==> config.mk <==
export PLATFORM = sky130hd
export DESIGN_NAME = zero_flag_pipe
export DESIGN_NICKNAME = d
export VERILOG_FILES = /design/src/rtl/zero_flag_pipe.sv
export SDC_FILE = /design/constraint.sdc
export NUM_CORES = 1
export LEC_CHECK = 0
export ABC_AREA = 1
export ABC_CLOCK_PERIOD_IN_PS = 1100
export CAP_MARGIN = 20
export CORE_ASPECT_RATIO = 1.4
export CORE_MARGIN = 5
export CORE_UTILIZATION = 32
export DETAILED_ROUTE_END_ITERATION = 6
export GPL_TIMING_DRIVEN = 1
export PLACE_DENSITY = 0.84
export SYNTH_ARGS = -nofsm -noshare
export SYNTH_HDL_FRONTEND = slang
export SYNTH_SLANG_ARGS = --single-unit
==> constraint.sdc <==
create_clock -name clk -period 1.1 [get_ports clk]
set_input_delay 0.11 -clock clk [delete_from_list [all_inputs] [get_ports clk]]
set_output_delay 0.11 -clock clk [all_outputs]
set_load 0.005 [all_outputs]
==> src/rtl/zero_flag_pipe.sv <==
// zero_flag_pipe
// Pipelined zero/negative detector with an architectural NZCV flag register.
// It sits at the execute/memory boundary. A WIDTH-bit ALU result is reduced
// through a GROUP-input gate tree. The first level is NOR and every later
// level is AND. PIPE_STAGES register stages are spread across the tree's
// levels, and each stage carries the op's valid, set_flags, N, C and V bits
// beside the partial reduction.
//
// Ports:
//   clk        rising-edge clock
//   reset      asynchronous active-high reset
//   in_valid   op present at the input this cycle
//   data       ALU result to test
//   carry_in   ALU carry-out for this op
//   ovf_in     ALU overflow for this op
//   set_flags  op writes NZCV
//   stall      freeze pipeline and flag register
//   flush      kill all in-flight ops (wins over stall)
//   out_valid  op valid at pipeline tail
//   zero       tail op's data was all zeros (0 when out_valid=0)
//   negative   tail op's data MSB (0 when out_valid=0)
//   flags      committed {N,Z,C,V}
module zero_flag_pipe #(
  parameter int WIDTH       = 64,
  parameter int GROUP       = 4,
  parameter int PIPE_STAGES = 2
) (
  input  logic             clk,
  input  logic             reset,
  input  logic             in_valid,
  input  logic [WIDTH-1:0] data,
  input  logic             carry_in,
  input  logic             ovf_in,
  input  logic             set_flags,
  input  logic             stall,
  input  logic             flush,
  output logic             out_valid,
  output logic             zero,
  output logic             negative,
  output logic [3:0]       flags
);

  // Number of gate levels needed to reduce WIDTH bits to one.
  function automatic int calc_levels(input int w);
    int n;
    int lv;
    n  = w;
    lv = 0;
    while (n > 1) begin
      n  = (n + GROUP - 1) / GROUP;
      lv = lv + 1;
    end
    return lv;
  endfunction

  localparam int LEVELS = calc_levels(WIDTH);

  // Input count of level lvl. lvl_n(LEVELS+1) is 1, the final result.
  function automatic int lvl_n(input int lvl);
    int n;
    n = WIDTH;
    for (int i = 1; i < lvl; i++) begin
      n = (n + GROUP - 1) / GROUP;
    end
    return n;
  endfunction

  // Level whose output stage s registers. The last stage always closes the tree.
  function automatic int cut_level(input int s);
    return (s * LEVELS + PIPE_STAGES - 1) / PIPE_STAGES;
  endfunction

  // Stage registered at the output of level lvl, or 0 if that output is combinational.
  function automatic int stage_at(input int lvl);
    int r;
    r = 0;
    for (int s = 1; s <= PIPE_STAGES; s++) begin
      if (cut_level(s) == lvl) begin
        r = s;
      end
    end
    return r;
  endfunction

  // Bit offsets into the flat level-output and stage-partial vectors.
  function automatic int lvl_off(input int lvl);
    int o;
    o = 0;
    for (int i = 1; i < lvl; i++) begin
      o = o + lvl_n(i + 1);
    end
    return o;
  endfunction

  function automatic int stg_off(input int s);
    int o;
    o = 0;
    for (int i = 1; i < s; i++) begin
      o = o + lvl_n(cut_level(i) + 1);
    end
    return o;
  endfunction

  localparam int LVL_BITS = lvl_off(LEVELS + 1);
  localparam int STG_BITS = stg_off(PIPE_STAGES + 1);
  localparam int TAIL     = PIPE_STAGES - 1;

  logic [LVL_BITS-1:0]    w_lvl_out;
  logic [STG_BITS-1:0]    w_part_d;
  logic [STG_BITS-1:0]    r_part;
  logic [PIPE_STAGES-1:0] w_vld_d, w_sf_d, w_n_d, w_c_d, w_v_d;
  logic [PIPE_STAGES-1:0] r_vld, r_sf, r_n, r_c, r_v;
  logic [3:0]             r_flags;
  logic                   w_commit;

  // Gate tree. Each level draws its inputs from the raw data (level 1), from
  // the stage register that closed the previous level, or straight from the
  // previous level's combinational output.
  for (genvar l = 1; l <= LEVELS; l++) begin : g_lvl
    localparam int   N_IN    = lvl_n(l);
    localparam int   N_OUT   = lvl_n(l + 1);
    localparam int   N_PAD   = N_OUT * GROUP - N_IN;
    localparam int   SRC_STG = stage_at(l - 1);
    // Zero pads are neutral for NOR; one pads are neutral for AND.
    localparam logic PAD_BIT = (l == 1) ? 1'b0 : 1'b1;

    logic [N_IN-1:0]        w_in;
    logic [N_OUT*GROUP-1:0] w_pad;
    logic [N_OUT-1:0]       w_red;

    if (l == 1) begin : g_src_data
      assign w_in = data;
    end else if (SRC_STG > 0) begin : g_src_reg
      assign w_in = r_part[stg_off(SRC_STG) +: N_IN];
    end else begin : g_src_comb
      assign w_in = w_lvl_out[lvl_off(l - 1) +: N_IN];
    end

    if (N_PAD > 0) begin : g_pad
      assign w_pad = {{N_PAD{PAD_BIT}}, w_in};
    end else begin : g_nopad
      assign w_pad = w_in;
    end

    for (genvar g = 0; g < N_OUT; g++) begin : g_gate
      if (l == 1) begin : g_nor
        assign w_red[g] = ~|w_pad[g*GROUP +: GROUP];
      end else begin : g_and
        assign w_red[g] = &w_pad[g*GROUP +: GROUP];
      end
    end

    assign w_lvl_out[lvl_off(l) +: N_OUT] = w_red;
  end

  // Next-state for each stage: stage 1 takes the input op, later stages
  // shift the sideband bits along with the partial results.
  for (genvar s = 1; s <= PIPE_STAGES; s++) begin : g_stg
    localparam int SW = lvl_n(cut_level(s) + 1);

    assign w_part_d[stg_off(s) +: SW] = w_lvl_out[lvl_off(cut_level(s)) +: SW];

    if (s == 1) begin : g_head
      assign w_vld_d[0] = in_valid;
      assign w_sf_d[0]  = set_flags;
      assign w_n_d[0]   = data[WIDTH-1];
      assign w_c_d[0]   = carry_in;
      assign w_v_d[0]   = ovf_in;
    end else begin : g_body
      assign w_vld_d[s-1] = r_vld[s-2];
      assign w_sf_d[s-1]  = r_sf[s-2];
      assign w_n_d[s-1]   = r_n[s-2];
      assign w_c_d[s-1]   = r_c[s-2];
      assign w_v_d[s-1]   = r_v[s-2];
    end
  end

  // Pipeline registers: flush drops valid bits only, stall holds everything.
  always_ff @(posedge clk or posedge reset) begin
    if (reset) begin
      r_vld  <= {PIPE_STAGES{1'b0}};
      r_sf   <= {PIPE_STAGES{1'b0}};
      r_n    <= {PIPE_STAGES{1'b0}};
      r_c    <= {PIPE_STAGES{1'b0}};
      r_v    <= {PIPE_STAGES{1'b0}};
      r_part <= {STG_BITS{1'b0}};
    end else if (flush) begin
      r_vld <= {PIPE_STAGES{1'b0}};
    end else if (!stall) begin
      r_vld  <= w_vld_d;
      r_sf   <= w_sf_d;
      r_n    <= w_n_d;
      r_c    <= w_c_d;
      r_v    <= w_v_d;
      r_part <= w_part_d;
    end
  end

  // Tail outputs are gated by valid so bubbles never show stale payload.
  assign out_valid = r_vld[TAIL];
  assign zero      = r_vld[TAIL] & r_part[STG_BITS-1];
  assign negative  = r_vld[TAIL] & r_n[TAIL];

  assign w_commit = r_vld[TAIL] & r_sf[TAIL] & ~stall & ~flush;

  // Architectural NZCV register. It commits the tail op when the pipeline advances.
  always_ff @(posedge clk or posedge reset) begin
    if (reset) begin
      r_flags <= 4'b0000;
    end else if (w_commit) begin
      r_flags <= {negative, zero, r_c[TAIL], r_v[TAIL]};
    end
  end

  assign flags = r_flags;

endmodule

==> impl_metrics.xml, run 1 <==
<?xml version="1.0" encoding="UTF-8"?>
<metrics>
  <group name="final_layout">
    <metric name="stdcell_count" unit="">268</metric>
    <metric name="layout.cells.most_common_list" unit="">71 x sky130_fd_sc_hd__clkdlybuf4s50_1, 48 x sky130_fd_sc_hd__nand2_1, 40 x sky130_fd_sc_hd__nor2_1</metric>
    <metric name="antenna_cells" unit="">0</metric>
    <metric name="layout.nets" unit="">302</metric>
    <metric name="finalInstanceArea" unit="um2">1909</metric>
    <metric name="postLayoutCoreUtil" unit="">0.6234</metric>
    <metric name="leading_cell_type_in_the_layout_fill_and_taps_excluded" unit="">sky130_fd_sc_hd__clkdlybuf4s50_1</metric>
    <metric name="syn_to_final_growth" unit="%">92.92</metric>
    <metric name="nFillCells" unit="">269</metric>
    <metric name="fraction_of_layout_cells_with_a_size_suffix_above_1" unit="">0.07860</metric>
  </group>
  <group name="floorplan">
    <metric name="io_pins" unit="">79</metric>
    <metric name="floorplan.initialDensity" unit="">0.3231</metric>
    <metric name="die_x" unit="um">57</metric>
    <metric name="row_count" unit="">24</metric>
    <metric name="core_area" unit="um2">3063</metric>
    <metric name="fp.dieH" unit="um">75.80</metric>
    <metric name="fp.dieArea" unit="um2">4321</metric>
  </group>
  <group name="logic_synthesis">
    <metric name="yosysTopAreaCellShare" unit="">0.4804</metric>
    <metric name="synth.largest_area_cell" unit="">sky130_fd_sc_hd__dfrtp_1</metric>
    <metric name="yosys_warnings" unit="">0</metric>
    <metric name="syn-cell-area" unit="um2">989.7</metric>
    <metric name="synth-seq-cells" unit="">19</metric>
    <metric name="synth_cell_type_count" unit="">14</metric>
    <metric name="postSynthNetCount" unit="">212</metric>
    <metric name="ys_top_cells_by_area" unit="">sky130_fd_sc_hd__dfrtp_1 48%, sky130_fd_sc_hd__nand2_1 18%, sky130_fd_sc_hd__nor2_1 15%</metric>
    <metric name="instance_count_of_the_mapped_netlist" unit="">140</metric>
    <metric name="syn-mean-instance-area" unit="um2">7.069</metric>
    <metric name="synth-seq-area-share" unit="">0.4804</metric>
  </group>
  <group name="sta">
    <metric name="fin_skew" unit="ps">3.501</metric>
    <metric name="min_period" unit="ps">1099</metric>
    <metric name="final_min_period_over_clock_period" unit="">0.9995</metric>
    <metric name="finalSetupTns" unit="ps">0</metric>
    <metric name="timing_limited_maximum_frequency" unit="MHz">909.6</metric>
    <metric name="final_setup_violation_count" unit="">0</metric>
    <metric name="slew_headroom" unit="">0.8401</metric>
    <metric name="timing_hold_violations_final" unit="">0</metric>
    <metric name="tightest_slew" unit="ps">239.8</metric>
    <metric name="final_worst_slack" unit="ps">0.6007</metric>
    <metric name="hold-worst-slack" unit="ps">178.6</metric>
    <metric name="grt_setup_unrepaired" unit="">true</metric>
    <metric name="max_slew_violations" unit="">0</metric>
  </group>
  <group name="drt">
    <metric name="viasPerCell" unit="">4.340</metric>
    <metric name="drt-pass1-iter-count" unit="">6</metric>
    <metric name="ant_nets" unit="">0</metric>
    <metric name="drt_iter0_drc" unit="">20</metric>
    <metric name="route.detailed.wl_per_inst" unit="um">9.791</metric>
    <metric name="route.vias.total" unit="">1163</metric>
    <metric name="detail_route.drc_violations" unit="">0</metric>
    <metric name="routed_wirelength" unit="um">2624</metric>
  </group>
  <group name="global_routing">
    <metric name="grt_first_pass_wirelength" unit="um">4091</metric>
    <metric name="maximum_number_of_pins_on_one_net_before_global_route_repair" unit="">20</metric>
    <metric name="global_route.overflow_total" unit="">0</metric>
    <metric name="grt_antenna_before_repair" unit="">0</metric>
    <metric name="grt_pass1_vias" unit="">1085</metric>
    <metric name="gr-usage-all-layers" unit="">0.1209</metric>
  </group>
  <group name="cts">
    <metric name="numCtsBuffers" unit="">3</metric>
    <metric name="cts.htree.levels" unit="">1</metric>
    <metric name="clock_tree.buffer_depth" unit="">2</metric>
    <metric name="clock-sinks" unit="">19</metric>
    <metric name="clk_pin_slew" unit="ps">70</metric>
    <metric name="cts_root_buf" unit="">sky130_fd_sc_hd__clkbuf_8</metric>
    <metric name="clock_latency" unit="ps">250</metric>
    <metric name="cts_tree" unit="">yes</metric>
    <metric name="postCtsHoldBufs" unit="">0</metric>
  </group>
  <group name="power_and_ir_drop">
    <metric name="clock_power_share" unit="">0.281</metric>
    <metric name="p_int" unit="mW">1.311</metric>
    <metric name="power_per_cell_area" unit="nW/um2">882.0</metric>
    <metric name="p_sw_frac" unit="">0.2212</metric>
    <metric name="power_leakage" unit="nW">0.8931</metric>
    <metric name="vdd.ir_drop.worst" unit="mV">0.4325</metric>
    <metric name="pwr-share-comb" unit="">0.253</metric>
    <metric name="p_seq_frac" unit="">0.465</metric>
    <metric name="power.total" unit="mW">1.684</metric>
    <metric name="switching_power" unit="mW">0.3726</metric>
  </group>
  <group name="critical_path">
    <metric name="critical_path.reg2reg.endpoint" unit="">flags[1]$_DFFE_PP0P_</metric>
    <metric name="crit_family" unit="">flip-flops</metric>
    <metric name="worstSetupStartpointType" unit="">flop</metric>
    <metric name="cp.required" unit="ps">990</metric>
    <metric name="r2r.worst_path.cells" unit="">5</metric>
    <metric name="critical_path.cell_chain" unit="">buf_6 &gt; nand2_1 &gt; inv_1 &gt; clkbuf_2</metric>
    <metric name="cp_slowest_stage_delay" unit="ps">430</metric>
    <metric name="r2r_setup_slack" unit="ps">110</metric>
    <metric name="crit_fanout" unit="">4</metric>
    <metric name="cp.buffers_inverters" unit="">3</metric>
    <metric name="cp_data_arrival_time" unit="ps">990</metric>
    <metric name="critical_path_type" unit="">flop to output port</metric>
    <metric name="regToRegStartpoint" unit="">r_vld[1]$_DFFE_PP0P_</metric>
    <metric name="timing.critical_path.to_type" unit="">output port</metric>
    <metric name="cp-startpoint" unit="">r_vld[1]$_DFFE_PP0P_</metric>
    <metric name="worst_path_max_delay_cell" unit="">sky130_fd_sc_hd__dfrtp_1</metric>
  </group>
  <group name="placed_design">
    <metric name="dpl.cell_count" unit="">262</metric>
    <metric name="globalplace.congestion" unit="">0.7080</metric>
    <metric name="post_dp_cell_area" unit="um2">1862</metric>
    <metric name="dpl_worst_slack" unit="ps">-180.4</metric>
    <metric name="hpwlAfterDp" unit="um">2314</metric>
    <metric name="placement.io_buffers" unit="">78</metric>
  </group>
  <group name="status">
    <metric name="result_of_the_run" unit="">completed</metric>
  </group>
  <group name="min_path">
    <metric name="min-delay-path-class" unit="">input pin to async pin</metric>
  </group>
  <group name="flow_run">
    <metric name="drv_cap" unit="">0</metric>
  </group>
</metrics>
## power by group through the flow
stage          clock network (mW)  logic (mW)  registers [mW]
2_1_floorplan                   0       0.118           0.794
3_3_place_gp                    0       0.425           0.796
3_5_place_dp                    0       0.434           0.799
4_1_cts                     0.483       0.436           0.785
5_1_grt                     0.515       0.472           0.788
6_report                    0.474       0.427           0.784
## flip-flops by register name, summed over array words and instances, names as in the netlist
signal / cells
r_part: 5
flags: 4
r_c: 2
r_n: 2
r_sf: 2
r_v: 2
r_vld: 2
## routing by layer
layer / vias to the layer above / global-route usage / share of wire
met2: 43 / 0.2567 / 0.57
li1: 607 / - / -
met1: 509 / 0.1130 / 0.35
met3: 4 / 0.008475 / 0.065
met5: - / 0 / 0
met4: 0 / 0.06186 / 0.015
## worst register-to-register path, cell delays in order (launching register included)
cell and delay (ps):
sky130_fd_sc_hd__dfrtp_1 420, sky130_fd_sc_hd__buf_6 120, sky130_fd_sc_hd__buf_4 100, sky130_fd_sc_hd__nand3_4 90, sky130_fd_sc_hd__nand2_1 80, sky130_fd_sc_hd__o21ai_1 60
## cell type report
class	count	area (um2)	share of cell area
repair buffers	87	848.3	0.4443
well taps	39	48.80	0.02556
flip-flops and latches	19	475.5	0.2490
clock buffers	4	45.04	0.02359
inverters	11	41.29	0.02163
multi-input cells	108	450.4	0.2359
## Yosys cell counts
library cell              instances
sky130_fd_sc_hd__o21ai_2          1
sky130_fd_sc_hd__o21ai_0          6
sky130_fd_sc_hd__nor2_1          40
sky130_fd_sc_hd__nand3_4          1
sky130_fd_sc_hd__buf_6            2
sky130_fd_sc_hd__nor2_2           1
sky130_fd_sc_hd__dfrtp_1         19
sky130_fd_sc_hd__and2_0           1
sky130_fd_sc_hd__nand3_1          6
sky130_fd_sc_hd__nand4_1          1
sky130_fd_sc_hd__o21ai_1          3
sky130_fd_sc_hd__inv_1           10
sky130_fd_sc_hd__inv_2            1
sky130_fd_sc_hd__nand2_1         48
## cells by family after synthesis
| logic type | after synthesis | share of synthesized area |
|---|---|---|
| flops | 19 | 0.4804 |
| buf+inv | 13 | 0.06447 |
| simple gates | 98 | 0.4008 |
| compound gates | 10 | 0.05436 |
## timing repair
item / CTS / global route
pin swaps: 2 / 2
endpoints found under the setup margin: 7 / 7
resized for setup: 10 / 2
buffers inserted: 3 / 0
cloned: 0 / 0
## worst max-delay path by stage
stage / cells past startpoint / to
floorplan: 3 / flags[3]$_DFFE_PP0P_
global placement: 7 / r_part[3]$_DFFE_PP0P_
detailed placement: 7 / r_part[3]$_DFFE_PP0P_
CTS: 4 / zero
global route: 4 / zero
finish: 4 / zero
Power figures use the tool's default switching activity.
==> run 2: changes to the inputs <==
--- a/config.mk
+++ b/config.mk
@@ -6,14 +6,13 @@
 export NUM_CORES = 1
 export LEC_CHECK = 0
 export ABC_AREA = 1
-export ABC_CLOCK_PERIOD_IN_PS = 1100
+export ABC_CLOCK_PERIOD_IN_PS = 1350
 export CAP_MARGIN = 20
 export CORE_ASPECT_RATIO = 1.4
-export CORE_MARGIN = 5
-export CORE_UTILIZATION = 32
+export CORE_UTILIZATION = 35
 export DETAILED_ROUTE_END_ITERATION = 6
 export GPL_TIMING_DRIVEN = 1
-export PLACE_DENSITY = 0.84
+export PLACE_DENSITY = 0.9
 export SYNTH_ARGS = -nofsm -noshare
 export SYNTH_HDL_FRONTEND = slang
 export SYNTH_SLANG_ARGS = --single-unit
==> constraint.sdc (replaced) <==
create_clock -name clk -period 1.35 [get_ports clk]
set_input_delay 0.135 -clock clk [delete_from_list [all_inputs] [get_ports clk]]
set_output_delay 0.135 -clock clk [all_outputs]
set_load 0.005 [all_outputs]
==> run 2 against run 1 <==
Compared with the run above: clock power shrank 42%; worst setup slack gained 79 ps; register-to-register slack gained 210 ps; cell area shrank 1.0%; sequential cell count is the same; final cell count shrank 1.9%; die area shrank 29%; sequential power shrank 18%; via count grew 0.26%; clock skew shrank 1.5 ps; non-clock buffer count shrank 2; highest routed layer unchanged.
==> impl_metrics.xml, run 2 (synthesis results as in run 1) <==
<?xml version="1.0" encoding="UTF-8"?>
<metrics>
  <group name="global_routing">
    <metric name="global_route.overflow_total" unit="">0</metric>
    <metric name="gr-usage-all-layers" unit="">0.1903</metric>
    <metric name="grt_pass1_vias" unit="">1147</metric>
    <metric name="grt_antenna_before_repair" unit="">0</metric>
    <metric name="grt_first_pass_wirelength" unit="um">4257</metric>
    <metric name="maximum_number_of_pins_on_one_net_before_global_route_repair" unit="">20</metric>
  </group>
  <group name="placed_design">
    <metric name="post_dp_cell_area" unit="um2">1836</metric>
    <metric name="globalplace.congestion" unit="">0.7064</metric>
    <metric name="hpwlAfterDp" unit="um">2142</metric>
    <metric name="placement.io_buffers" unit="">78</metric>
    <metric name="dpl_worst_slack" unit="ps">71.07</metric>
  </group>
  <group name="final_layout">
    <metric name="layout.nets" unit="">300</metric>
    <metric name="top_register" unit="">r_part</metric>
    <metric name="syn_to_final_growth" unit="%">90.90</metric>
    <metric name="fraction_of_layout_cells_with_a_size_suffix_above_1" unit="">0.07048</metric>
    <metric name="leading_cell_type_in_the_layout_fill_and_taps_excluded" unit="">sky130_fd_sc_hd__clkdlybuf4s50_1</metric>
    <metric name="finalInstanceArea" unit="um2">1889</metric>
    <metric name="largest_register_ff_count" unit="">5</metric>
    <metric name="antenna_cells" unit="">0</metric>
    <metric name="layout.cells.most_common_list" unit="">72 x sky130_fd_sc_hd__clkdlybuf4s50_1, 48 x sky130_fd_sc_hd__nand2_1, 40 x sky130_fd_sc_hd__nor2_1</metric>
  </group>
  <group name="sta">
    <metric name="timing_hold_violations_final" unit="">0</metric>
    <metric name="grt_setup_unrepaired" unit="">false</metric>
    <metric name="timing_limited_maximum_frequency" unit="MHz">787.1</metric>
    <metric name="slew_headroom" unit="">0.8427</metric>
    <metric name="final_min_period_over_clock_period" unit="">0.9411</metric>
    <metric name="finalSetupTns" unit="ps">0</metric>
    <metric name="max_slew_violations" unit="">0</metric>
    <metric name="fin_skew" unit="ps">1.969</metric>
    <metric name="final_setup_violation_count" unit="">0</metric>
    <metric name="final_worst_slack" unit="ps">79.50</metric>
    <metric name="tightest_slew" unit="ps">235.9</metric>
    <metric name="min_period" unit="ps">1271</metric>
  </group>
  <group name="critical_path">
    <metric name="cp.required" unit="ps">1220</metric>
    <metric name="cp_data_arrival_time" unit="ps">1140</metric>
    <metric name="critical_path.cell_chain" unit="">clkdlybuf4s50_1</metric>
    <metric name="crit_family" unit="">buffers and inverters</metric>
    <metric name="worstSetupStartpointType" unit="">flop</metric>
    <metric name="worst_path_max_delay_cell" unit="">sky130_fd_sc_hd__clkdlybuf4s50_1</metric>
    <metric name="crit_fanout" unit="">2</metric>
    <metric name="cp_slowest_stage_delay" unit="ps">500</metric>
    <metric name="timing.critical_path.to_type" unit="">output port</metric>
    <metric name="critical_path_type" unit="">flop to output port</metric>
    <metric name="cp.buffers_inverters" unit="">1</metric>
  </group>
  <group name="floorplan">
    <metric name="fp.dieArea" unit="um2">3047</metric>
    <metric name="core_area" unit="um2">2643</metric>
    <metric name="fp.dieH" unit="um">64.92</metric>
    <metric name="row_count" unit="">22</metric>
    <metric name="die_x" unit="um">46.94</metric>
    <metric name="floorplan.initialDensity" unit="">0.3745</metric>
    <metric name="io_pins" unit="">79</metric>
  </group>
  <group name="cts">
    <metric name="clock-sinks" unit="">19</metric>
    <metric name="clk_pin_slew" unit="ps">100</metric>
    <metric name="numCtsBuffers" unit="">3</metric>
    <metric name="cts_tree" unit="">yes</metric>
    <metric name="clock_tree.buffer_depth" unit="">2</metric>
    <metric name="cts.htree.levels" unit="">1</metric>
    <metric name="clock_latency" unit="ps">280</metric>
    <metric name="cts_root_buf" unit="">sky130_fd_sc_hd__clkbuf_4</metric>
  </group>
  <group name="status">
    <metric name="result_of_the_run" unit="">completed</metric>
  </group>
  <group name="power_and_ir_drop">
    <metric name="power_leakage" unit="nW">0.9243</metric>
    <metric name="vdd.ir_drop.worst" unit="mV">0.3747</metric>
    <metric name="power_per_cell_area" unit="nW/um2">669.5</metric>
  </group>
  <group name="drt">
    <metric name="ant_nets" unit="">0</metric>
    <metric name="routed_wirelength" unit="um">2494</metric>
    <metric name="detail_route.drc_violations" unit="">0</metric>
    <metric name="route.vias.total" unit="">1166</metric>
    <metric name="drt_iter0_drc" unit="">18</metric>
    <metric name="viasPerCell" unit="">4.433</metric>
    <metric name="route.detailed.wl_per_inst" unit="um">9.483</metric>
    <metric name="drt-pass1-iter-count" unit="">4</metric>
  </group>
  <group name="min_path">
    <metric name="min-delay-path-class" unit="">input pin to async pin</metric>
  </group>
  <group name="flow_run">
    <metric name="drv_cap" unit="">0</metric>
  </group>
</metrics>
[run 2: power by group]
group | switching [mW] | leakage (nW) | internal [mW]
Combinational | 0.106 | 0.658 | 0.245
Clock | 0.159 | 0.0150 | 0.115
Sequential | 0.0253 | 0.251 | 0.615
[run 2: layout make-up]
class                      instances  area, um2
timing repair buffer              85      849.6
clock buffer                       4      26.28
multi-input combinational        108      450.4
fill                             213      753.2
tap                               36      45.04
sequential                        19      476.7
inverter                          11      41.29
[run 2: final timing paths]
kind	start	to	slack [ps]	cells after the start
setup / recovery	flags[2]$_DFFE_PP0P_	flags[2]	80	1
hold / removal	reset	r_part[4]$_DFFE_PP0P_	160	3
setup reg to reg	r_vld[1]$_DFFE_PP0P_	flags[1]$_DFFE_PP0P_	320	5
hold reg to reg	r_part[1]$_DFFE_PP0P_	r_part[1]$_DFFE_PP0P_	490	2
max in group asynchronous	reset	r_vld[1]$_DFFE_PP0P_	980	3
min in group clk	in_valid	r_vld[0]$_DFFE_PP0P_	380	3
[run 2: metal layers]
metal	GRT usage	up-vias	share of wire
met2	0.3611	52	0.58
met5	0	-	0
met4	0.09286	0	0.015
li1	-	605	-
met3	0.02507	4	0.059
met1	0.1845	505	0.35
[run 2: timing repair]
item | in CTS | in global routing
gates resized for setup | 3 | 6
buffers inserted | 2 | 1
hold buffers | 0 | 0
setup endpoints to repair | 3 | 5
[run 2: per-stage QoR]
stage | power, mW | std cells | hold WS [ps] | utilization
after floorplan | 0.7425 | 140 | 86.13 | -
after global placement | 0.9882 | 256 | 453.0 | 0.6946
after detailed placement | 1.002 | 256 | 472.5 | 0.6946
after CTS | 1.273 | 262 | 170.1 | 0.7098
after global routing | 1.351 | 263 | 199.5 | 0.7150
final | 1.265 | 263 | 163.0 | 0.7150
==> run 3: changes to the inputs <==
--- a/config.mk
+++ b/config.mk
@@ -6,7 +6,7 @@
 export NUM_CORES = 1
 export LEC_CHECK = 0
 export ABC_AREA = 1
-export ABC_CLOCK_PERIOD_IN_PS = 1350
+export ABC_CLOCK_PERIOD_IN_PS = 1500
 export CAP_MARGIN = 20
 export CORE_ASPECT_RATIO = 1.4
 export CORE_UTILIZATION = 35
==> constraint.sdc (replaced) <==
create_clock -name clk -period 1.5 [get_ports clk]
set_input_delay 0.15 -clock clk [delete_from_list [all_inputs] [get_ports clk]]
set_output_delay 0.15 -clock clk [all_outputs]
set_load 0.005 [all_outputs]
==> run 3 against run 2 <==
Compared with the run above: sequential share of layout area rose by 0.19 points; worst setup slack got worse by 5.6 ps; register-to-register slack improved by 150 ps; total power down 11%; critical path type unchanged.
==> impl_metrics.xml, run 3 (synthesis results as in run 1) <==
<?xml version="1.0" encoding="UTF-8"?>
<metrics>
  <group name="status">
    <metric name="result_of_the_run" unit="">completed</metric>
  </group>
  <group name="global_routing">
    <metric name="global_route.overflow_total" unit="">0</metric>
    <metric name="grt_pass1_vias" unit="">1112</metric>
    <metric name="grt_antenna_before_repair" unit="">0</metric>
    <metric name="gr-usage-all-layers" unit="">0.1823</metric>
    <metric name="maximum_number_of_pins_on_one_net_before_global_route_repair" unit="">20</metric>
    <metric name="grt_first_pass_wirelength" unit="um">4126</metric>
  </group>
  <group name="critical_path">
    <metric name="regToRegStartpoint" unit="">r_vld[1]$_DFFE_PP0P_</metric>
    <metric name="worstSetupStartpointType" unit="">flop</metric>
    <metric name="r2r_setup_slack" unit="ps">470</metric>
    <metric name="r2r.worst_path.cells" unit="">5</metric>
    <metric name="crit_fanout" unit="">4</metric>
    <metric name="cp.required" unit="ps">1350</metric>
    <metric name="critical_path_type" unit="">flop to output port</metric>
    <metric name="cp_data_arrival_time" unit="ps">1280</metric>
    <metric name="timing.critical_path.to_type" unit="">output port</metric>
    <metric name="critical_path.reg2reg.endpoint" unit="">flags[3]$_DFFE_PP0P_</metric>
  </group>
  <group name="power_and_ir_drop">
    <metric name="power_leakage" unit="nW">0.8623</metric>
    <metric name="vdd.ir_drop.worst" unit="mV">0.3287</metric>
    <metric name="power_per_cell_area" unit="nW/um2">602.3</metric>
  </group>
  <group name="cts">
    <metric name="clk_pin_slew" unit="ps">100</metric>
    <metric name="cts_tree" unit="">yes</metric>
    <metric name="clock_latency" unit="ps">290</metric>
    <metric name="clock-sinks" unit="">19</metric>
    <metric name="cts_root_buf" unit="">sky130_fd_sc_hd__clkbuf_4</metric>
    <metric name="clock_tree.buffer_depth" unit="">2</metric>
    <metric name="numCtsBuffers" unit="">3</metric>
    <metric name="postCtsHoldBufs" unit="">0</metric>
    <metric name="cts.htree.levels" unit="">1</metric>
  </group>
  <group name="floorplan">
    <metric name="die_x" unit="um">46.94</metric>
    <metric name="row_count" unit="">22</metric>
    <metric name="io_pins" unit="">79</metric>
    <metric name="core_area" unit="um2">2643</metric>
    <metric name="fp.dieH" unit="um">64.92</metric>
    <metric name="floorplan.initialDensity" unit="">0.3745</metric>
    <metric name="fp.dieArea" unit="um2">3047</metric>
  </group>
  <group name="final_layout">
    <metric name="antenna_cells" unit="">0</metric>
    <metric name="largest_register_ff_count" unit="">5</metric>
    <metric name="finalInstanceArea" unit="um2">1876</metric>
    <metric name="syn_to_final_growth" unit="%">89.51</metric>
    <metric name="fraction_of_layout_cells_with_a_size_suffix_above_1" unit="">0.06608</metric>
    <metric name="top_register" unit="">r_part</metric>
    <metric name="layout.nets" unit="">300</metric>
    <metric name="layout.cells.most_common_list" unit="">77 x sky130_fd_sc_hd__clkdlybuf4s50_1, 48 x sky130_fd_sc_hd__nand2_1, 40 x sky130_fd_sc_hd__nor2_1</metric>
    <metric name="leading_cell_type_in_the_layout_fill_and_taps_excluded" unit="">sky130_fd_sc_hd__clkdlybuf4s50_1</metric>
  </group>
  <group name="drt">
    <metric name="route.vias.total" unit="">1124</metric>
    <metric name="ant_nets" unit="">0</metric>
    <metric name="detail_route.drc_violations" unit="">0</metric>
    <metric name="route.detailed.wl_per_inst" unit="um">8.802</metric>
    <metric name="drt-pass1-iter-count" unit="">6</metric>
    <metric name="viasPerCell" unit="">4.274</metric>
    <metric name="drt_iter0_drc" unit="">10</metric>
    <metric name="routed_wirelength" unit="um">2315</metric>
  </group>
  <group name="sta">
    <metric name="timing_hold_violations_final" unit="">0</metric>
    <metric name="slew_headroom" unit="">0.8450</metric>
    <metric name="grt_setup_unrepaired" unit="">false</metric>
    <metric name="tightest_slew" unit="ps">232.5</metric>
    <metric name="finalSetupTns" unit="ps">0</metric>
    <metric name="min_period" unit="ps">1426</metric>
    <metric name="max_slew_violations" unit="">0</metric>
    <metric name="fin_skew" unit="ps">4.599</metric>
    <metric name="final_setup_violation_count" unit="">0</metric>
    <metric name="final_min_period_over_clock_period" unit="">0.9508</metric>
    <metric name="timing_limited_maximum_frequency" unit="MHz">701.2</metric>
  </group>
  <group name="placed_design">
    <metric name="post_dp_cell_area" unit="um2">1823</metric>
    <metric name="hpwlAfterDp" unit="um">2000</metric>
    <metric name="globalplace.congestion" unit="">0.7422</metric>
    <metric name="placement.io_buffers" unit="">78</metric>
  </group>
  <group name="flow_run">
    <metric name="drv_cap" unit="">0</metric>
  </group>
  <group name="min_path">
    <metric name="min-delay-path-class" unit="">input pin to async pin</metric>
  </group>
</metrics>
==> run 3: cell types whose count changed in the layout (fill, tap and decap cells not counted), sizes merged <==
cell,delta
dlymetal6s2s,-3
dlygate4sd2,-1
clkbuf,-1
clkdlybuf4s50,+5
==> run 3: final cells by class <==
cell class | instances | area (um2)
clock buffers | 4 | 26.28
inverters | 11 | 41.29
multi-input cells | 108 | 450.4
well taps | 36 | 45.04
fillers | 220 | 767.0
repair buffers | 85 | 835.8
flip-flops and latches | 19 | 476.7
==> run 3: metrics by stage <==
stage                     power [mW]  hold slack (ps)    util  worst slack [ps]  instances
after global routing           1.215            165.3  0.7098             4.672        263
after floorplan               0.6683            101.1       -             707.2        140
after global placement        0.8848            451.8  0.6899             194.6        256
after detailed placement      0.8937            459.9  0.6899             149.2        256
final                          1.130            174.2  0.7098             73.86        263
after CTS                      1.135            178.9  0.7003            0.9092        260
==> run 3: worst max-delay path, cell delays in order, from the launching register on <==
cell                              delay (ps)
sky130_fd_sc_hd__dfrtp_2                 400
sky130_fd_sc_hd__nand2_1                  50
sky130_fd_sc_hd__inv_1                    50
sky130_fd_sc_hd__clkdlybuf4s50_1         490
==> run 3: timing repair <==
action / 4_1_cts / 5_1_grt
resized for setup: 1 / 1
setup buffers: 0 / 3
setup endpoints to repair: 2 / 2
==> run 3: worst max path at each step <==
| stage | slack (ps) | to | depth (start not counted) | from |
|---|---|---|---|---|
| detailed placement | 150 | r_part[0]$_DFFE_PP0P_ | 7 | flush |
| floorplan | 710 | flags[3]$_DFFE_PP0P_ | 3 | r_vld[1]$_DFFE_PP0P_ |
| finish | 70 | zero | 3 | r_vld[1]$_DFFE_PP0P_ |
| CTS | 0.9 | negative | 3 | r_vld[1]$_DFFE_PP0P_ |
| global route | 5 | zero | 3 | r_vld[1]$_DFFE_PP0P_ |
| global placement | 190 | r_part[1]$_DFFE_PP0P_ | 7 | flush |
==> run 3: power breakdown <==
part           internal [mW]  total, mW  switching (mW)  leakage, nW
Sequential             0.553      0.573          0.0201        0.251
Combinational          0.218      0.310          0.0923        0.597
Clock                  0.103      0.246           0.143       0.0150
==> run 3: layer usage <==
layer | vias up | wire length [um] | GRT usage
li1 | 604 | - | -
met1 | 469 | 895 | 0.1923
met2 | 49 | 1259 | 0.3229
met3 | 2 | 140 | 0.03621
met4 | 0 | 19 | 0.08929
met5 | - | 0 | 0
==> patch 1: new RTL, config.mk and constraints of run 1 <==
Change the parameter `WIDTH` from 64 to 60.
--- a/src/rtl/zero_flag_pipe.sv
+++ b/src/rtl/zero_flag_pipe.sv
@@ -21,7 +21,7 @@
 //   negative   tail op's data MSB (0 when out_valid=0)
 //   flags      committed {N,Z,C,V}
 module zero_flag_pipe #(
-  parameter int WIDTH       = 64,
+  parameter int WIDTH       = 60,
   parameter int GROUP       = 4,
   parameter int PIPE_STAGES = 2
 ) (
Ports: changed (resized data); port bits go from 79 to 75. No check against the original RTL was run, so the function may have changed too.
==> patch 1 against run 1 <==
  * Area after synthesis fell by 2.3%
  * Setup slack improved by 0.0094 ns
  * Cell count fell by 2.2%
  * Routed wire length barely moved
  * Total power rose by 0.23%
  * Largest power group unchanged
  * Design area fell by 1.2%
  * Highest routed layer unchanged
  * Sequential cell count did not move
  * Synthesized cell count fell by 2.1%
  * Clock skew barely moved
  * Sequential power barely moved
==> patch 1: results (changes against run 1) <==
** Run status
- Outcome: finished, final reports clean (unchanged).

** Route
- The per-cell via count in the routed design is 4.260 (was 4.340).
- Routed wire length per instance :: 10.02 um (was 9.791 um)
- The starting DRC count in detailed routing came to 14 (was 20).
- The iteration count of the initial detailed-routing pass came to 4 (was 6).

** Global routing
- The global-route wire length before repair came to 4.181 mm (was 4.091 mm).
- GRT Total Usage :: 12.48% (was 12.09%)
- The number of global-route vias before repair is 1077 (was 1085).
- Antenna violations before repair :: 0 (unchanged)

** Critical path
- The maximum cell stage delay along the critical path was 0.41 ns (was 0.43 ns).
- End of the worst register-to-register path :: flags[2]$_DFFE_PP0P_ (was flags[1]$_DFFE_PP0P_)
- Setup slack, reg-to-reg :: 0.08 ns (was 0.11 ns)
- The dominant delay contributor by cell family on the critical path is flip-flops (unchanged).

** Place
- The instance area at placement was 1783 sq um (was 1862 sq um).
- Setup slack after placement :: -0.2007 ns (was -0.1804 ns)
- The HPWL after detailed placement was 2.203 mm (was 2.314 mm).
- Port Buffer Count :: 74 (was 78)
- Final weighted congestion in routability-driven placement :: 0.7241 (was 0.7080)

** Layout
- Largest Register :: r_part (unchanged)
- Fillcell total :: 264 (was 269)
- The fraction of layout instances using a drive strength above 1 came to 10.22% (was 7.860%).
- Net total in the final layout :: 294 (was 302)

** Synth
- Netlist cell types :: 14 (unchanged)
- Most frequent cells after synthesis: sky130_fd_sc_hd__nand2_1, sky130_fd_sc_hd__nor2_1, sky130_fd_sc_hd__dfrtp_1 (unchanged).
- Register area share after synthesis :: 49.16% (was 48.04%)
- Async set or reset register ratio after synthesis :: 100.0% (unchanged)
- Leading cell types by total area after synthesis :: sky130_fd_sc_hd__dfrtp_1, sky130_fd_sc_hd__nand2_1, sky130_fd_sc_hd__nor2_1 (unchanged)
- Synthesized netlist net count :: 205 (was 212)

** STA
- The setup clock skew after layout was 0.003457 ns (was 0.003501 ns).
- The worst-case headroom to the max-slew limit was 84.34% (was 84.01%).

** Power
- The maximum ir drop on the vdd rail came to 0.6182 mV (was 0.4325 mV).
- Static Leak :: 0.0009065 uW (was 0.0008931 uW)
- The net switching power figure came to 387.8 uW (was 372.6 uW).

** CTS
- Root buffer selected by CTS :: sky130_fd_sc_hd__clkbuf_8 (unchanged)
- The buffer depth of the longest clock path was 2 (unchanged).
- Clk pin slew, worst setup/hold paths :: 0.07 ns (about the same)
- H-tree depth :: 1 (unchanged)
- The number of buffers inserted to repair setup after CTS was 5 (was 3).
-- patch 1: power groups by stage --
| stage | combinational, uW | sequential (uW) | clock (uW) |
|---|---|---|---|
| 2_1_floorplan | 111 | 791 | 0 |
| 3_3_place_gp | 400 | 793 | 0 |
| 3_5_place_dp | 406 | 796 | 0 |
| 4_1_cts | 419 | 780 | 495 |
| 5_1_grt | 463 | 789 | 530 |
| 6_report | 420 | 784 | 484 |
-- patch 1: per-stage QoR --
stage | TNS [ns] | hold WS (ns) | utilization, % | total power, uW | std cells
2_1_floorplan | 0 | 0.06113 | - | 902.7 | 137
5_1_grt | -0.06659 | 0.2180 | 65.57 | 1782 | 262
6_report | 0 | 0.1852 | 65.57 | 1688 | 262
3_3_place_gp | -1.332 | 0.4504 | 61.96 | 1193 | 252
3_5_place_dp | -1.800 | 0.4619 | 61.96 | 1201 | 252
4_1_cts | -0.08869 | 0.1994 | 64.78 | 1693 | 261
-- patch 1: worst max path at each step --
stage                                        to  slack [ns]  depth (start not counted)                 start
after CTS                                  zero       -0.09                          4  r_vld[1]$_DFFE_PP0P_
after global placement    r_part[1]$_DFFE_PP0P_       -0.14                          7                 flush
after global routing                       zero       -0.04                          4  r_vld[1]$_DFFE_PP0P_
after floorplan            flags[0]$_DFFE_PP0P_        0.30                          3  r_vld[1]$_DFFE_PP0P_
after detailed placement  r_part[1]$_DFFE_PP0P_       -0.20                          7                 flush
final                                      zero        0.01                          4  r_vld[1]$_DFFE_PP0P_
-- patch 1: cells by family (layout without fill, tap and decap cells) --
kind of cell           after synthesis  in the layout  share of synthesized area (%)
AO/OA/AOI/OAI                       10             10                          5.174
buffers and inverters               13            101                          5.950
flip-flops                          19             19                          49.16
AND/OR/NAND/NOR                     95             95                          39.72
-- patch 1: metal layers --
layer | up-vias | routed length [um] | share of wire (%) | GRT usage (%)
met3 | 5 | 246 | 9.4 | 3.774
met1 | 471 | 943 | 36 | 12.54
met2 | 47 | 1391 | 53 | 23.65
met4 | 0 | 44 | 1.7 | 5.541
met5 | - | 0 | 0 | 0
li1 | 593 | - | - | -
-- patch 1: tightest hold or removal path: stages --
cell and delay (ns):
sky130_fd_sc_hd__clkdlybuf4s50_1 0.40, sky130_fd_sc_hd__inv_1 0.06, sky130_fd_sc_hd__buf_4 0.25
-- patch 1: final cells by class --
| class | instances | area, sq um | area share (%) |
|---|---|---|---|
| Timing Repair Buffer | 86 | 828.3 | 43.90 |
| Inverter | 11 | 41.29 | 2.188 |
| Multi-Input combinational cell | 105 | 449.2 | 23.81 |
| Clock buffer | 3 | 41.29 | 2.188 |
| Sequential cell | 19 | 475.5 | 25.20 |
| Tap cell | 37 | 46.29 | 2.454 |
| Clock inverter | 1 | 5.005 | 0.2653 |
==> patch 2: new RTL, settings of run 1 <==
Without the edit above. Make the reset (`reset`) synchronous in 2 clocked blocks. Comments in the files are not updated.
--- a/src/rtl/zero_flag_pipe.sv
+++ b/src/rtl/zero_flag_pipe.sv
@@ -176,7 +176,7 @@
   end
 
   // Pipeline registers: flush drops valid bits only, stall holds everything.
-  always_ff @(posedge clk or posedge reset) begin
+  always_ff @(posedge clk) begin
     if (reset) begin
       r_vld  <= {PIPE_STAGES{1'b0}};
       r_sf   <= {PIPE_STAGES{1'b0}};
@@ -204,7 +204,7 @@
   assign w_commit = r_vld[TAIL] & r_sf[TAIL] & ~stall & ~flush;
 
   // Architectural NZCV register. It commits the tail op when the pipeline advances.
-  always_ff @(posedge clk or posedge reset) begin
+  always_ff @(posedge clk) begin
     if (reset) begin
       r_flags <= 4'b0000;
     end else if (w_commit) begin
Check against the original RTL: differs if reset is asserted again (counterexample within 4 cycles, from zero or initial values and one cycle with reset high); with reset held inactive, the same outputs for 10 cycles.
==> patch 2 against run 1 <==
  * Setup slack gained 0.059 ns
  * Clock power grew 1%
  * Register-to-register slack lost 0.04 ns
  * Area after synthesis shrank 5.1%
  * Cell count grew 0.37%
  * Combinational power shrank 13%
  * Core utilization grew 2.4 points
  * Die area shrank 4.3%
  * Design area shrank 3.4%
  * Total power shrank 6.0%
  * Via count shrank 0.26%
  * Global-route usage grew 1.1 points
  * Sequential cell count is the same
  * Routed wire length shrank 0.23%
  * Critical path type unchanged
  * Largest power group unchanged
==> patch 2: results (changes against run 1) <==
** Run status
- Outcome: finished, final reports clean (unchanged).

** Critical path
- The logic depth of the worst register-to-register path was 6 (was 5).
- The worst reg-to-reg setup slack was 0.07 ns (was 0.11 ns).
- End of the worst register-to-register path :: flags[3]$_SDFFE_PP0P_ (was flags[1]$_DFFE_PP0P_)
- Launching instance or port of the critical path :: r_vld[1]$_SDFFE_PP0N_ (was r_vld[1]$_DFFE_PP0P_)
- The worst setup path endpoint is negative (was zero).
- The worst-path cell with the longest stage delay is sky130_fd_sc_hd__dfxtp_2 (was sky130_fd_sc_hd__dfrtp_1).

** Synth
- Register area share after synthesis :: 40.48% (was 48.04%)
- The number of distinct library cell variants in the gate-level netlist after synthesis came to 19 (was 14).
- Most instantiated flip-flop cell in the synthesis netlist :: sky130_fd_sc_hd__dfxtp_1 (was sky130_fd_sc_hd__dfrtp_1)
- Async set or reset register ratio after synthesis :: 0% (was 100.0%)
- Mean cell area of the mapped netlist :: 6.525 sq um (was 7.069 sq um)
- Leading cell types by total area after synthesis: sky130_fd_sc_hd__dfxtp_1, sky130_fd_sc_hd__nor2_1, sky130_fd_sc_hd__nand2_1 (was sky130_fd_sc_hd__dfrtp_1, sky130_fd_sc_hd__nand2_1, sky130_fd_sc_hd__nor2_1).
- Post-synthesis compound-gate area fraction :: 14.51% (was 5.436%)
- Most frequent cells after synthesis :: sky130_fd_sc_hd__nor2_1, sky130_fd_sc_hd__nand2_1, sky130_fd_sc_hd__dfxtp_1 (was sky130_fd_sc_hd__nand2_1, sky130_fd_sc_hd__nor2_1, sky130_fd_sc_hd__dfrtp_1)

** Place
- The instance area at placement came to 1800 sq um (was 1862 sq um).
- Post-Place Cells :: 264 (was 262)
- Setup slack after placement :: -0.1851 ns (was -0.1804 ns)
- Final weighted congestion in routability-driven placement :: 0.7071 (was 0.7080)

** Global routing
- GRT Total Usage :: 13.21% (was 12.09%)
- The number of global-route vias before repair is 1135 (was 1085).
- Maximum number of pins on one net before global-route repair :: 17 (was 20)
- Global-route wire length before repair :: 4.347 mm (was 4.091 mm)

** STA
- Tcrit/Tclk final :: 94.62% (was 99.95%)
- The worst-case headroom to the max-slew limit came to 73.64% (was 84.01%).
- Worst Clk Skew :: 0.002803 ns (was 0.003501 ns)

** Layout
- The fraction of layout instances using a drive strength above 1 is 10.78% (was 7.860%).
- Net total in the final layout :: 305 (was 302)
- The count of placed standard cells in the final layout, fillers left out was 269 (was 268).
- Fillcell total :: 242 (was 269)

** Power
- The leakage power is 0.0007684 uW (was 0.0008931 uW).
- The total chip power was 1582 uW (was 1684 uW).
- The maximum ir drop on the vdd rail is 0.5759 mV (was 0.4325 mV).
- Clock network power :: 480 uW (was 474 uW)
- Total net switching power :: 337.3 uW (was 372.6 uW)

** Route
- Avg Vias per Cell :: 4.312 (was 4.340)
- Total wirelength of the detailed-routed design :: 2.618 mm (was 2.624 mm)
- DR pass1 iterations :: 4 (was 6)
[patch 2: cell count changes in the layout (fill, tap and decap cells not counted), moves of 2 or more]
cell                      delta
sky130_fd_sc_hd__dfxtp_1    +16
sky130_fd_sc_hd__nand3_1     -5
sky130_fd_sc_hd__o21ai_0     +8
sky130_fd_sc_hd__dfrtp_1    -19
sky130_fd_sc_hd__dfxtp_2     +3
sky130_fd_sc_hd__or2_2       +2
sky130_fd_sc_hd__nand2_1    -24
sky130_fd_sc_hd__o21ai_1     -3
sky130_fd_sc_hd__nor2_1     +19
sky130_fd_sc_hd__a21oi_1     +8
sky130_fd_sc_hd__inv_1       -5
[patch 2: final cells by class]
class	instances	area [sq um]	area share, %
clock buffers	4	45.04	2.442
repair buffers	86	828.3	44.91
multi-input cells	116	513.0	27.82
inverters	7	27.53	1.493
well taps	37	46.29	2.510
flip-flops and latches	19	384.1	20.83
[patch 2: what timing repair did]
action	in CTS	in global routing
setup endpoints to repair	7	5
resized for setup	11	1
hold buffers	0	0
pin swaps	0	1
buffers inserted	1	0
[patch 2: worst max-delay path: cells and delay by family (launching register included)]
kind	cells	cell delay, ns
and+or+nand+nor	1	0.06
buffers and inverters	2	0.28
DFF	1	0.33
[patch 2: metrics by stage]
stage / hold slack (ns) / setup TNS, ns
2_1_floorplan: 0.1724 / 0
3_3_place_gp: 0.4391 / -2.316
3_5_place_dp: 0.4579 / -2.577
4_1_cts: 0.4134 / -0.01306
5_1_grt: 0.4233 / -0.006937
6_report: 0.4127 / 0
[patch 2: per-layer routing]
layer	global-route usage, %	vias to the layer above	part of all wire (%)
li1	-	629	-
met1	12.11	468	33
met2	25.92	52	52
met3	2.951	11	9.8
met4	8.919	0	4.4
met5	0	-	0
